**config.mk**
```make
export PLATFORM = sky130hd
export DESIGN_NAME = sparc_ifu_irferr_ctl
export DESIGN_NICKNAME = d
export VERILOG_FILES = /design/src/rtl/sparc_ifu_irferr_pkg.sv /design/src/rtl/sparc_ifu_irferr_injfsm.sv /design/src/rtl/sparc_ifu_irferr_ctl.sv
export SDC_FILE = /design/constraint.sdc
export NUM_CORES = 1
export LEC_CHECK = 0
export BUFFER_PORTS_ARGS = -buffer_cell sky130_fd_sc_hd__buf_2
export CORE_ASPECT_RATIO = 1.25
export CORE_MARGIN = 2
export CORE_UTILIZATION = 38
export CTS_CLUSTER_SIZE = 30
export DETAILED_ROUTE_END_ITERATION = 12
export SLEW_MARGIN = 5
export SYNTH_ARGS = -nofsm -noshare
export SYNTH_HDL_FRONTEND = slang
export SYNTH_HIERARCHICAL = 1
export SYNTH_SLANG_ARGS = --single-unit
```
**constraint.sdc**
```tcl
create_clock -name clk -period 3.5 [get_ports clk]
set_input_delay 0.35 -clock clk [delete_from_list [all_inputs] [get_ports clk]]
set_output_delay 0.35 -clock clk [all_outputs]
set_load 0.02 [all_outputs]
```
**src/rtl/sparc_ifu_irferr_pkg.sv**
```systemverilog
// Shared definitions for the IFU integer-register-file ECC error controller.
// ESR layout, injection-register fields, injection FSM states, throttle sizing.
package sparc_ifu_irferr_pkg;

  localparam int NTHR = 4;
  localparam int TIDW = $clog2(NTHR);

  localparam int ESRW    = 19;
  localparam int ESR_UE  = 18;
  localparam int ESR_CE  = 17;
  localparam int ESR_MEU = 16;

  localparam int INJW   = 10;
  localparam int INJ_EN = 8;
  localparam int INJ_OS = 9;

  localparam int CE_THRESH = 8;
  localparam int CE_WINDOW = 1024;

  typedef enum logic [1:0] {
    INJ_IDLE  = 2'd0,
    INJ_ARMED = 2'd1,
    INJ_WAIT  = 2'd2
  } inj_state_e;

  typedef struct packed {
    logic       ue;
    logic       ce;
    logic       meu;
    logic [7:0] rg;
    logic [7:0] synd;
  } esr_t;

endpackage

```
**src/rtl/sparc_ifu_irferr_injfsm.sv**
```systemverilog
// Error-injection register and request FSM toward the EXU.
// Oneshot mode alternates ARMED/WAIT until the EXU acknowledges.
module sparc_ifu_irferr_injfsm
  import sparc_ifu_irferr_pkg::*;
(
  input  logic            clk,
  input  logic            arst_l,
  input  logic            asi_wr_inj,
  input  logic [INJW-1:0] wr_data,
  input  logic            inj_ack,
  output logic            inj_irferr,
  output logic [7:0]      ecc_mask
);

  inj_state_e      st;
  logic [INJW-1:0] inj_reg;

  assign ecc_mask = inj_reg[7:0];

  always_ff @(posedge clk or negedge arst_l) begin
    if (!arst_l) begin
      st         <= INJ_IDLE;
      inj_reg    <= '0;
      inj_irferr <= 1'b0;
    end else if (asi_wr_inj) begin
      inj_reg    <= wr_data;
      st         <= wr_data[INJ_EN] ? INJ_ARMED : INJ_IDLE;
      inj_irferr <= wr_data[INJ_EN];
    end else begin
      unique case (st)
        INJ_ARMED: begin
          if (inj_reg[INJ_OS]) begin
            st         <= INJ_WAIT;
            inj_irferr <= 1'b0;
          end
        end
        INJ_WAIT: begin
          if (inj_ack) begin
            st              <= INJ_IDLE;
            inj_reg[INJ_EN] <= 1'b0;
          end else begin
            st         <= INJ_ARMED;
            inj_irferr <= 1'b1;
          end
        end
        default: begin
          st         <= INJ_IDLE;
          inj_irferr <= 1'b0;
        end
      endcase
    end
  end

endmodule

```
**src/rtl/sparc_ifu_irferr_ctl.sv**
```systemverilog
// IFU responder for EXU IRF ECC reports: per-thread ESRs, W strobes, injection.
// Define IRFERR_CE_THROTTLE_EN to add the CE-storm throttle (CE->UE forcing).
module sparc_ifu_irferr_ctl
  import sparc_ifu_irferr_pkg::*;
(
  input  logic            clk,
  input  logic            arst_l,
  input  logic            exu_ifu_ecc_ce_m,
  input  logic            exu_ifu_ecc_ue_m,
  input  logic [7:0]      exu_ifu_err_reg_m,
  input  logic [7:0]      exu_ifu_err_synd_m,
  input  logic [TIDW-1:0] ifu_tid_m,
  input  logic            ifu_kill_w,
  input  logic            exu_ifu_inj_ack,
  input  logic            asi_wr_esr,
  input  logic            asi_wr_inj,
  input  logic [TIDW-1:0] asi_tid,
  input  logic [ESRW-1:0] asi_wr_data,
  output logic            ifu_exu_inj_irferr,
  output logic [7:0]      ifu_exu_ecc_mask,
  output logic            ifu_exu_disable_ce_e,
  output logic [ESRW-1:0] irferr_esr_rd,
  output logic            irferr_ce_trap_w,
  output logic            irferr_ue_w
);

  logic            ce_w;
  logic            ue_w;
  logic [7:0]      reg_w;
  logic [7:0]      synd_w;
  logic [TIDW-1:0] tid_w;
  logic            ev_w;
  esr_t            esr_q [NTHR];
  logic            unused_bits;

  assign unused_bits = ^asi_wr_data[15:INJW];

  always_ff @(posedge clk or negedge arst_l) begin
    if (!arst_l) begin
      ce_w   <= 1'b0;
      ue_w   <= 1'b0;
      reg_w  <= '0;
      synd_w <= '0;
      tid_w  <= '0;
    end else begin
      ce_w   <= exu_ifu_ecc_ce_m;
      ue_w   <= exu_ifu_ecc_ue_m;
      reg_w  <= exu_ifu_err_reg_m;
      synd_w <= exu_ifu_err_synd_m;
      tid_w  <= ifu_tid_m;
    end
  end

  assign ev_w             = (ce_w | ue_w) & ~ifu_kill_w;
  assign irferr_ue_w      = ue_w & ~ifu_kill_w;
  assign irferr_ce_trap_w = ce_w & ~ue_w & ~ifu_kill_w;

  for (genvar g = 0; g < NTHR; g++) begin : g_esr
    logic hit;
    logic wclr;
    logic cap_ue;
    logic cap_ce;

    assign hit    = ev_w & (tid_w == TIDW'(g));
    assign wclr   = asi_wr_esr & (asi_tid == TIDW'(g));
    assign cap_ue = hit & ue_w & ~esr_q[g].ue;
    assign cap_ce = hit & ce_w & ~esr_q[g].ue & ~esr_q[g].ce;

    // New capture beats a same-cycle W1C of the same bit
    always_ff @(posedge clk or negedge arst_l) begin
      if (!arst_l) begin
        esr_q[g] <= '0;
      end else begin
        esr_q[g].ue  <= cap_ue |
                        (esr_q[g].ue & ~(wclr & asi_wr_data[ESR_UE]));
        esr_q[g].ce  <= cap_ce |
                        (esr_q[g].ce & ~(wclr & asi_wr_data[ESR_CE]));
        esr_q[g].meu <= (hit & (esr_q[g].ue | esr_q[g].ce)) |
                        (esr_q[g].meu & ~(wclr & asi_wr_data[ESR_MEU]));
        if (cap_ue | cap_ce) begin
          esr_q[g].rg   <= reg_w;
          esr_q[g].synd <= synd_w;
        end
      end
    end
  end

  assign irferr_esr_rd = esr_q[asi_tid];

  sparc_ifu_irferr_injfsm u_injfsm (
    .clk        (clk),
    .arst_l     (arst_l),
    .asi_wr_inj (asi_wr_inj),
    .wr_data    (asi_wr_data[INJW-1:0]),
    .inj_ack    (exu_ifu_inj_ack),
    .inj_irferr (ifu_exu_inj_irferr),
    .ecc_mask   (ifu_exu_ecc_mask)
  );

`ifdef IRFERR_CE_THROTTLE_EN
  localparam int WINW = $clog2(CE_WINDOW);
  localparam int CNTW = $clog2(CE_THRESH + 1);

  logic [WINW-1:0] win_cnt;
  logic [CNTW-1:0] ce_cnt;
  logic [CNTW-1:0] ce_inc;
  logic            throttle;
  logic            thr_clr;

  assign thr_clr = asi_wr_esr & asi_wr_data[ESR_CE];
  assign ce_inc  = ce_cnt + CNTW'(irferr_ce_trap_w &
                   (ce_cnt != CNTW'(CE_THRESH)));

  always_ff @(posedge clk or negedge arst_l) begin
    if (!arst_l) begin
      win_cnt  <= '0;
      ce_cnt   <= '0;
      throttle <= 1'b0;
    end else if (thr_clr) begin
      win_cnt  <= '0;
      ce_cnt   <= '0;
      throttle <= 1'b0;
    end else begin
      win_cnt  <= win_cnt + 1'b1;
      ce_cnt   <= (&win_cnt && !throttle) ? '0 : ce_inc;
      throttle <= throttle | (ce_inc == CNTW'(CE_THRESH));
    end
  end

  assign ifu_exu_disable_ce_e = throttle;
`else
  assign ifu_exu_disable_ce_e = 1'b0;
`endif

endmodule

```
==> results.ini <==
[power_and_ir_drop]
ir_worst_vdd_mv = 0.223
power_density_nw_per_um2 = 605
report.power.total_mw = 3.25
p_leak_nw = 2.38

[final_layout]
final_nets = 406
drive_gt1_frac = 0.522
fin_area_sq_um = 5380
num-fill-cells = 1094
largest_reg_flops = 76
diodes = 0
seq_area_sq_um = 2700
utilization = 0.444
multi_input_area_sq_um = 1780
final_cells = 528
final_cell_mix = dfrtp_1, buf_2, mux2_2, mux4_2, mux2_4
syn_to_final_growth_pct = 14.7
final_common_cell = dfrtp_1

[clock_network]
cts_root_buf = clkbuf_16
cts_max_level = 3
cts_setup_buffers = 0
numCtsBuffers = 9
clk_latency_ps = 340
post_cts_resized = 0
clk_pin_slew_ps = 70
ctsHoldBuffers = 0
clkSinkCount = 108
clockBufferDepth = 2
cts_tree = built

[logic_synthesis]
synth_nets = 343
yosysUniqueCellTypes = 35
yosys_warnings = 6
syn_area_per_cell_sq_um = 15.8
synth_top_area_cell = dfrtp_1
ys_seq_area_frac = 0.577
synthesis.area_sq_um = 4690
synthCells = 296
synth.area.top_cells = dfrtp_1, mux2_2, mux4_2
ys_ff_latch = 108
synth.top_cell.area_share = 0.577

[place]
place_hpwl_um = 5850
pre_cts_slack_ps = 1300
dp_cells = 512
placed_area_sq_um = 5100
port_buffers = 70
place.gp.congestion = 0.791

[worst_setup_path]
cp.arrival_ps = 1790
critPathBufInv = 2
critPathMaxFanout = 24
cp_slowest_cell = buf_2
slowest_delay_ps = 630
cp_top_family = buffers and inverters
end_kind = output port
worst_path_most_repeated_cell = buf_2
worstSetupPathType = input port to output port
path_cells = buf_2 -> mux4_2 -> buf_2
critPathLaunchType = input port
crit_required_ps = 3150

[global_route]
grt_pass1_vias = 2851
grt_overflow = 0
grt_start_max_net_pins = 57
antenna_found_initial = 0
grt_use_total = 0.147
grt_pass1_wl_um = 14700

[drt]
via_count = 2631
dr.pass1.iters = 4
wire_per_inst_um = 16.8
drt_iter0_drc = 80
drt.antenna.violating_nets = 0
drt-vias-per-instance = 4.98
drcViolationCount = 0
wirelength_um = 8890

[timing]
finalHoldViolations = 0
holdWs_ps = 59.6
fmax_mhz = 466
slew_headroom = 0.448
period_share = 0.613
fin_setup_tns_ps = 0
slew_violations = 0
final.setup.worst_slack_ps = 1360
worstMarginPinSlew_ps = 829
period_minus_slack_ps = 2140
skew_ps = 5.26
rsz0062_at_grt = no
setup_viol = 0

[floorplanning]
row_count = 45
start_util = 0.387
coreArea_sq_um = 12100
chipHeight_um = 128
io_pins = 78
die_w_um = 103
die-area_sq_um = 13200

[run_status]
status = complete, no violations

[worst_hold_path]
hold_path_class = input port to asynchronous set/reset pin

[run]
cap_violations = 0

==> cells by family (layout without fill, tap and decap cells) <==
logic type	Yosys count	count (layout)	share of synthesized area
flops	108	108	0.577
other cells	1	1	0.000800
mux	92	92	0.280
compound gates	34	34	0.0587
simple gates	32	32	0.0398
buf+inv	29	97	0.0435
==> area by class of cell <==
type,count,area share
multi-input cells,159,0.331
clock buffers,10,0.0426
flip-flops and latches,108,0.503
inverters,6,0.00419
well taps,164,0.0382
repair buffers,75,0.0726
clock inverters,6,0.00884
==> power breakdown <==
| part | total (mW) | internal, mW | switching, mW |
|---|---|---|---|
| Combinational | 0.667 | 0.357 | 0.310 |
| Sequential | 1.64 | 1.48 | 0.154 |
| Clock | 0.951 | 0.491 | 0.460 |
==> synth_stat cells, drive strengths merged <==
cell and count:
mux2 73, o211ai 2, o31ai 1, nor4 1
and2b 1, a32oi 1, o2111ai 2, nand2b 3
nor4b 1, a31oi 4, buf 22, o21ai 12
inv 6, mux4 19, o21bai 1, o41ai 1
dfrtp 108, clkbuf 1, nor2b 8, a41oi 5
nor3b 1, conb 1, and2 1, nor2 9
nand2 3, nor3 4, a21oi 5
==> final timing paths <==
| kind | to | cells past startpoint | slack (ps) | from |
|---|---|---|---|---|
| setup / recovery | irferr_esr_rd[15] | 3 | 1360 | asi_tid[0] |
| hold / removal | esr_q[57]$_DFFE_PN0P_ | 1 | 60 | arst_l |
| setup reg to reg | esr_q[48]$_DFFE_PN0P_ | 3 | 1750 | tid_w[1]$_DFF_PN0_ |
| hold reg to reg | esr_q[27]$_DFFE_PN0P_ | 1 | 500 | esr_q[27]$_DFFE_PN0P_ |
| max in group asynchronous | esr_q[14]$_DFFE_PN0P_ | 2 | 2590 | arst_l |
| min in group clk | reg_w[1]$_DFF_PN0_ | 1 | 110 | exu_ifu_err_reg_m[1] |
==> per-layer routing <==
layer	vias to the layer above	wire (um)	global-route usage	part of all wire
li1	1202	-	-	-
met1	1362	3860	0.195	0.43
met2	59	4530	0.235	0.51
met3	8	400	0.0349	0.045
met4	0	104	0.0534	0.012
met5	-	0	0	0
(Power assumes the default switching activity.)
